<file path="src/rtl/servo_pkg.sv">
// Shared types and default constants for the servo ramp controller.
package servo_pkg;

  typedef enum logic [1:0] {
    ST_IDLE,
    ST_RAMP,
    ST_HOLD,
    ST_MANUAL
  } state_t;

  typedef logic [11:0] ctrl_t;

  localparam int DEF_STEP     = 10;
  localparam int DEF_MAX_CTRL = 2200;

endpackage

</file>
<file path="src/rtl/servo_step_calc.sv">
// Combinational step toward a goal: moves cur by at most step and never passes goal.
// The result is clamped to 0..MAX_CTRL using 13-bit signed intermediates.
module servo_step_calc
  import servo_pkg::*;
#(
  parameter int MAX_CTRL = DEF_MAX_CTRL
) (
  input  ctrl_t cur,
  input  ctrl_t goal,
  input  ctrl_t step,
  output ctrl_t next
);

  typedef logic signed [12:0] wide_t;

  function automatic ctrl_t sat(input wide_t v);
    if (v < 0) return '0;
    if (v > wide_t'(MAX_CTRL)) return ctrl_t'(MAX_CTRL);
    return ctrl_t'(v);
  endfunction

  wide_t cur_s;
  wide_t goal_s;
  wide_t step_s;
  wide_t diff;
  wide_t mag;

  always_comb begin
    cur_s  = $signed({1'b0, cur});
    goal_s = $signed({1'b0, goal});
    step_s = $signed({1'b0, step});
    diff   = goal_s - cur_s;
    mag    = (diff < 0) ? -diff : diff;
    // Within one step of the goal: land exactly on it rather than overshoot.
    if (mag <= step_s)
      next = sat(goal_s);
    else if (diff < 0)
      next = sat(cur_s - step_s);
    else
      next = sat(cur_s + step_s);
  end

endmodule

</file>
<file path="src/rtl/servo_ramp_ctrl.sv">
// Frame-paced servo ramp controller with commanded ramps and manual jog.
// Optional macro SERVO_HOLD_EN adds a HOLD dwell of HOLD_FRAMES ticks after each ramp.
module servo_ramp_ctrl
  import servo_pkg::*;
#(
  parameter int STEP        = DEF_STEP,
  parameter int MAX_CTRL    = DEF_MAX_CTRL,
  parameter int HOLD_FRAMES = 4
) (
  input  logic        mclk,
  input  logic        rst,
  input  logic        frame_tick,
  input  logic        cmd_valid,
  output logic        cmd_ready,
  input  logic [11:0] cmd_pos,
  input  logic        manual_en,
  input  logic        manual_dir,
  output logic [11:0] ctrl_out,
  output logic        busy,
  output logic        done,
  output logic [15:0] status
);

  if (STEP < 1 || STEP > MAX_CTRL || MAX_CTRL > 4095 || HOLD_FRAMES < 1) begin : g_bad_params
    $error("servo_ramp_ctrl: invalid parameter set");
  end

  localparam ctrl_t MAX_C  = ctrl_t'(MAX_CTRL);
  localparam ctrl_t STEP_C = ctrl_t'(STEP);

  state_t state;
  ctrl_t  target;
  logic   dir;
  ctrl_t  goal;
  ctrl_t  step_next;
  ctrl_t  cmd_clamped;
  logic   ramp_hit;

`ifdef SERVO_HOLD_EN
  localparam int HCW = (HOLD_FRAMES > 1) ? $clog2(HOLD_FRAMES) : 1;
  localparam logic [HCW-1:0] HOLD_LAST = HCW'(HOLD_FRAMES - 1);
  logic [HCW-1:0] hold_cnt;
`endif

  assign cmd_clamped = (cmd_pos > MAX_C) ? MAX_C : cmd_pos;
  assign goal        = (state == ST_MANUAL) ? (manual_dir ? MAX_C : '0) : target;
  assign cmd_ready   = (state == ST_IDLE) && !manual_en;
  assign status      = {2'b01, 3'b000, ctrl_out[11:9], 2'b00, ctrl_out[8:4], dir};

  // Target reached either already (zero-length ramp) or by this tick's step.
  assign ramp_hit = (ctrl_out == target) || (frame_tick && (step_next == target));

  servo_step_calc #(
    .MAX_CTRL(MAX_CTRL)
  ) u_step (
    .cur (ctrl_out),
    .goal(goal),
    .step(STEP_C),
    .next(step_next)
  );

  always_ff @(posedge mclk or posedge rst) begin
    if (rst) begin
      state    <= ST_IDLE;
      ctrl_out <= '0;
      target   <= '0;
      dir      <= 1'b0;
      done     <= 1'b0;
      busy     <= 1'b0;
`ifdef SERVO_HOLD_EN
      hold_cnt <= '0;
`endif
    end else begin
      done <= 1'b0;
      case (state)
        ST_IDLE: begin
          if (manual_en) begin
            state <= ST_MANUAL;
            busy  <= 1'b1;
          end else if (cmd_valid) begin
            target <= cmd_clamped;
            state  <= ST_RAMP;
            busy   <= 1'b1;
          end
        end

        ST_RAMP: begin
          if (frame_tick && (ctrl_out != target)) begin
            ctrl_out <= step_next;
            dir      <= (step_next > ctrl_out);
          end
          if (ramp_hit) begin
            done <= 1'b1;
`ifdef SERVO_HOLD_EN
            state    <= ST_HOLD;
            hold_cnt <= '0;
`else
            state <= ST_IDLE;
            busy  <= 1'b0;
`endif
          end
        end

`ifdef SERVO_HOLD_EN
        ST_HOLD: begin
          if (frame_tick) begin
            if (hold_cnt == HOLD_LAST) begin
              state    <= ST_IDLE;
              busy     <= 1'b0;
              hold_cnt <= '0;
            end else begin
              hold_cnt <= hold_cnt + 1'b1;
            end
          end
        end
`endif

        ST_MANUAL: begin
          if (!manual_en) begin
            state <= ST_IDLE;
            busy  <= 1'b0;
          end else if (frame_tick && (step_next != ctrl_out)) begin
            ctrl_out <= step_next;
            dir      <= (step_next > ctrl_out);
          end
        end

        default: begin
          state <= ST_IDLE;
          busy  <= 1'b0;
        end
      endcase
    end
  end

endmodule

</file>
<file path="config.mk">
export PLATFORM = sky130hd
export DESIGN_NAME = servo_ramp_ctrl
export DESIGN_NICKNAME = d
export VERILOG_FILES = /design/src/rtl/servo_pkg.sv /design/src/rtl/servo_step_calc.sv /design/src/rtl/servo_ramp_ctrl.sv
export SDC_FILE = /design/constraint.sdc
export NUM_CORES = 1
export LEC_CHECK = 0
export BUFFER_PORTS_ARGS = -buffer_cell sky130_fd_sc_hd__buf_2
export CAP_MARGIN = 10
export CORE_ASPECT_RATIO = 1.4
export CORE_UTILIZATION = 55
export CTS_CLUSTER_DIAMETER = 100
export CTS_CLUSTER_SIZE = 24
export DETAILED_ROUTE_END_ITERATION = 12
export GPL_TIMING_DRIVEN = 0
export PLACE_DENSITY = 0.87
export SLEW_MARGIN = 20
export SYNTH_ARGS = -nofsm -noshare
export SYNTH_HDL_FRONTEND = slang
export SYNTH_SLANG_ARGS = --single-unit
</file>
<file path="constraint.sdc">
create_clock -name mclk -period 5.8 [get_ports mclk]
set_input_delay 0.29 -clock mclk [delete_from_list [all_inputs] [get_ports mclk]]
set_output_delay 0.29 -clock mclk [all_outputs]
set_load 0.1 [all_outputs]
</file>
Word-level counts from Yosys, hierarchy flattened. Index checks and enable logic that the tools add are counted.

Output and inout port bits: 31. Bits of input ports: 18. Word-level logic and storage cells: 95. Register bits after elaboration: 29.

Bitwise gates (word level): 1. Muxes and demuxes: 52. Add/sub/neg operators: 4. Reductions and logical operators: 11. Eq/ne operators: 12. Magnitude comparators: 9.

Operator list (count): 12-bit 2-to-1 mux (18); 13-bit by 1-bit < comparator with 1-bit output, second input constant (3); 13-bit greater-than comparator, second input constant (2); 1-bit 2-to-1 mux (25); 12-bit equality test (2); 12-bit greater-than comparator, second input constant (2); 12-bit inequality test (2); 12-bit one-hot mux with 2 select lines (1); 12-bit by 4-bit adder with 13-bit output, second input constant (1); 13-bit by 5-bit <= comparator with 1-bit output, second input constant (1); 13-bit 2-to-1 mux (1); 13-bit negation (1); 12-bit by 12-bit subtractor with 13-bit output (1); 12-bit by 4-bit subtractor with 13-bit output, second input constant (1); 12-bit greater-than comparator (1); 2-bit 2-to-1 mux (4); 2-bit inequality test, second input constant (4); 2-bit one-hot mux with 3 select lines (1); 3-bit AND reduction (2); 1-bit logical AND (4); 4-bit AND reduction (1); 3-bit inequality test, second input constant (1); 1-bit one-hot mux with 3 select lines (1); 2-bit by 1-bit equality test with 1-bit output, second input constant (1); other kinds (8) (8).

Longest topological paths before layout.
Depth after elaboration: 19. Depth in mapped cells: 26. Mapped depth without buffers: 22.

Hierarchy. Synthesis repeated with hierarchy kept, for this count alone.

Cells, all modules: 596. Area total of the unflattened synthesis: 4754.6 um2.

By module, submodules not included: servo_step_calc (cells an instance 401, times used 1, area an instance 2864.0 um2); servo_ramp_ctrl (cells an instance 195, times used 1, area an instance 1890.6 um2).

Least setup slack after synthesis. No wires, ideal clock.

Path type: register to register. Start: register state[0]. End: register ctrl_out[4]. Required time: 5.675 ns. Slack: -0.476 ns. Cell stages (with the launch flop): 23. Arrival: 6.151 ns. Setup time: 0.125 ns. Buffers on the path: 4. Cell sequence: dfrtp_1 clkbuf_1 nand2_1 clkbuf_1 and2_1 ha_1 buf_2 and3b_1 or3_1 a21bo_2 a211oi_1 nand4_1 mux2i_1 a221o_1 a41oi_4 mux2_2 ha_1 nand4_1 nor3_1 o22ai_1 nand3_1 clkbuf_1 mux2_2.

Cells in the longest elaborated chain, start to end: 11.

Ends and longest elaborated chain: from (decl) (line servo_ramp_ctrl.sv:31) `state_t state;`; from (signal assigned) (line servo_ramp_ctrl.sv:64) `state <= ST_IDLE;`; from (signal assigned) (line servo_ramp_ctrl.sv:78) `state <= ST_MANUAL;`; from (signal assigned) (line servo_ramp_ctrl.sv:82) `state <= ST_RAMP;`; 2-bit equality test (*) (line servo_ramp_ctrl.sv:46) `assign goal = (state == ST_MANUAL) ? (manual_dir ? MAX_C : '0) : target;`; 12-bit 2-to-1 mux (*) (line servo_ramp_ctrl.sv:46); 12-bit by 12-bit subtractor with 13-bit output or 12-bit greater-than comparator (tied branches) (line servo_step_calc.sv:32, servo_step_calc.sv:18); 13-bit negation, or another cell as far along (line servo_step_calc.sv:33) `mag = (diff < 0) ? -diff : diff;`; 13-bit 2-to-1 mux or 1-bit 2-to-1 mux (tied branches) (line servo_step_calc.sv:33, servo_step_calc.sv:35); 13-bit by 5-bit <= comparator with 1-bit output or 12-bit 2-to-1 mux (tied branches) (line servo_step_calc.sv:35, servo_step_calc.sv:19); 12-bit 2-to-1 mux (*) (line servo_step_calc.sv:35) `if (mag <= step_s)`; named net step_next[11] (line servo_ramp_ctrl.sv:35) `ctrl_t step_next;`; 12-bit inequality test (*) (line servo_ramp_ctrl.sv:122) `end else if (frame_tick && (step_next != ctrl_out)) begin`; 1-bit logical AND (*) (line servo_ramp_ctrl.sv:122); 2-bit by 1-bit inequality test with 1-bit output (no line) (*); 4-bit AND reduction (no line) (*); to (signal assigned) (line servo_ramp_ctrl.sv:89) `ctrl_out <= step_next;`; to (signal assigned) (line servo_ramp_ctrl.sv:123) `ctrl_out <= step_next;`; to (decl) (line servo_ramp_ctrl.sv:18) `output logic [11:0] ctrl_out,`.

Mark *: on every way through the listed nets, which the timed path passes. The rest lies on a longest branch. The select of a mux whose other input is x is not followed. A chain may end at the register's enable or synchronous reset.

Final worst setup path.
Start: register state[1]. End: register ctrl_out[4].

Same word-level chain as after synthesis.

==> run_results.csv <==
group,metric,value,unit
outcome,status,"complete, no violations",
routing,drtIter0Drc,685,
yosys,syn_inst,599,
cells_and_area,n_antenna_cell,0,
worst_setup_path,crit_chain,"clkbuf_4 > and3_1 > a21o_1 > ha_1 > buf_2 > o2111a_1 > o21ai_4 > a2111oi_0 > o32ai_1 > xnor2_2 > a221o_1 > a41oi_4 > buf_12 > mux2_2 > ha_1 > nand4_1 > nor3_4 > o22ai_2 > nand3_2 > buf_8 > mux2_2",
worst_setup_path,crit_buf_inv,4,
routing,drcViolationCount,0,
sta,timing.final.ws_setup,0.0172,ns
floorplanning,coreArea,8150,um^2
cells_and_area,layout_commonest_cell,"buf_2",
global_route,grt_use_met3,0.0313,
global_route,grt_first_pass_wirelength,23700,um
cells_and_area,fill_cells,682,
global_route,grtUsageMet1,0.433,
sta,slew_headroom,0.482,
worst_setup_path,cp.required,5.96,ns
global_route,grt_max_degree,29,
worst_setup_path,worst_setup_path_end_kind,"flop",
global_route,grtUsageTotal,0.360,
sta,final_max_slew_viol_count,0,
yosys,avgSynthCellArea,7.70,um^2
routing,wire_per_inst,20.9,um
floorplanning,die_w,79.4,um
cells_and_area,layout_common_cells,"buf_2, nor2_1, nand2_1",
floorplanning,die-area,8760,um^2
yosys,seq_area_frac_synth,0.152,
sta,setup_violations,0,
global_route,grt_pass1_vias,4521,
cts,cts_tree,"done",
sta,worst_hold_slack,0.0774,ns
yosys,synth-edff-count,0,
cts,clkTransAtPathRegs,0.07,ns
global_route,grtUsageMet2,0.623,
yosys,yosysUniqueCellTypes,88,
sta,fmax,173,MHz
cells_and_area,nNetsFinal,710,
cells_and_area,syn2layout_area_growth,18.5,%
cts,cts_max_level,1,
routing,drt_wl_total,16000,um
floorplanning,start_util,0.566,
yosys,synth-seq-cells,28,
routing,avgViaCountPerCell,6.66,
cts,cts_sinks,28,
yosys,ys.warnings.count,0,
cts,worstSkewPairLatency,0.27,ns
cts,numCtsBuffers,3,
sta,worstMarginPinSlew,0.775,ns
routing,via_count,5096,
floorplanning,rows,39,
cells_and_area,drive_gt1_frac,0.250,
yosys,syn_area,4610,um^2
place,pre_cts_ws,-0.928,ns
global_route,antenna_found_initial,0,
floorplanning,fp.dieH,110,um
place,post-dp-hpwl,11900,um
worst_setup_path,path_class,"reg2reg",
worst_setup_path,critPathTopFamily,"compound AO/OA/AOI/OAI gates",
yosys,async_flop_share,1.00,
global_route,busiest_layer,"met2",
hold_path,holdCritPathClass,"in2async",
place,globalplace.congestion,0.987,
sta,post-route-period-util,0.997,
sta,hold_viol,0,
worst_setup_path,crit_fanout,10,
worst_setup_path,slowest_stage,"a2111oi_0",
sta,finalCriticalPeriod,5.78,ns
global_route,grt_overflow,0,
floorplanning,io-pin-count,49,
cts,root_buffer,"clkbuf_16",
sta,setup-tns-final,0,ns
routing,ant_nets,0,
sta,finClkSkew,0.00382,ns
worst_setup_path,slowest_delay,0.54,ns
worst_setup_path,worstPathArrival,5.94,ns
yosys,ys.flop_type,"dfrtp_1",
run,drv_cap,0,
worst_setup_path,startpoint_type,"flop",
place,port_buffers,41,
routing,first_pass_iters,5,
cts,clockBufferDepth,2,
-- layer usage --
| layer | part of all wire | wire length (um) |
|---|---|---|
| met3 | 0.059 | 935 |
| met2 | 0.50 | 7950 |
| met4 | 0.050 | 800 |
| met5 | 0 | 0 |
| met1 | 0.39 | 6270 |
-- kinds of logic after synthesis --
family	after synthesis	share of synthesized area
AND/OR/NAND/NOR	205	0.232
adder cells (fa/ha/maj)	29	0.0798
AO/OA/AOI/OAI	194	0.318
flip-flops	28	0.152
XOR/XNOR	34	0.0686
multiplexers	24	0.0559
buffers and inverters	83	0.0917
other	2	0.00163
-- sequential cells by signal (all words and copies together), names as in the netlist --
register,count
done,1
state,2
dir,1
target,12
ctrl_out,12
-- timing repair --
| item | in CTS | in global routing |
|---|---|---|
| gates resized for setup | 18 | 38 |
| buffers inserted | 7 | 12 |
| endpoints found under the setup margin | 13 | 13 |
| hold buffers | 0 | 0 |
| hold endpoints to repair | 0 | 0 |
| pin swaps | 8 | 16 |
-- synth_stat cells (4+ instances only) --
| cell type | number | area, um^2 |
|---|---|---|
| clkbuf_1 | 24 | 90.1 |
| a22o_1 | 6 | 52.6 |
| dfrtp_1 | 28 | 701 |
| o22ai_1 | 8 | 50.1 |
| xor2_1 | 6 | 52.6 |
| nand2b_1 | 9 | 56.3 |
| xnor2_1 | 27 | 236 |
| mux2i_1 | 12 | 120 |
| or3_1 | 5 | 31.3 |
| a2111oi_0 | 5 | 43.8 |
| o21a_1 | 8 | 60.1 |
| nand3_1 | 16 | 80.1 |
| a211oi_1 | 8 | 60.1 |
| inv_1 | 24 | 90.1 |
| nor2b_1 | 8 | 50.1 |
| nand2_1 | 46 | 173 |
| nor3b_1 | 9 | 67.6 |
| o31ai_1 | 4 | 30.0 |
| nor3_1 | 15 | 75.1 |
| o21ai_0 | 21 | 105 |
| a21oi_1 | 37 | 185 |
| and3_1 | 9 | 56.3 |
| nor4_1 | 4 | 25.0 |
| and2_1 | 11 | 68.8 |
| a32o_1 | 4 | 40.0 |
| ha_1 | 27 | 338 |
| a2bb2oi_1 | 4 | 35.0 |
| buf_4 | 17 | 128 |
| a31oi_1 | 5 | 31.3 |
| a21o_1 | 16 | 120 |
| a221oi_1 | 4 | 35.0 |
| o221ai_1 | 7 | 61.3 |
| o211ai_1 | 8 | 60.1 |
| buf_2 | 8 | 40.0 |
| a22oi_1 | 5 | 37.5 |
| nor2_1 | 45 | 169 |
| nand4_1 | 13 | 81.3 |
| mux2_2 | 10 | 113 |
-- metrics by stage --
step	cell area, um^2	utilization	instances
2_1_floorplan	4660	-	604
5_1_grt	5460	0.671	765
3_3_place_gp	4990	0.613	747
6_report	5460	0.671	765
4_1_cts	5230	0.641	758
3_5_place_dp	4990	0.613	747
-- cell type report --
class / count / area [um^2] / share of cell area
Multi-Input combinational cell: 493 / 3740 / 0.685
Sequential cell: 28 / 709 / 0.130
Timing Repair Buffer: 60 / 360 / 0.0659
Buffer: 51 / 332 / 0.0607
Tap cell: 102 / 128 / 0.0234
Inverter: 27 / 103 / 0.0188
Clock buffer: 4 / 88.8 / 0.0163
-- worst paths after layout --
kind	cells after the start	slack (ns)	end	start
worst max-delay path	21	0.02	ctrl_out[4]	state[1]
min in group mclk	2	0.25	target[2]	cmd_pos[2]
worst min-delay path	2	0.08	ctrl_out[8]	rst
max in group asynchronous	2	5.27	state[0]	rst
worst max register to register	21	0.02	ctrl_out[4]	state[1]
worst min register to register	2	0.49	dir	dir
Power is left out: the tool's default activity adds up to more than one toggle a clock period on the data nets, which glitch-free logic cannot reach.
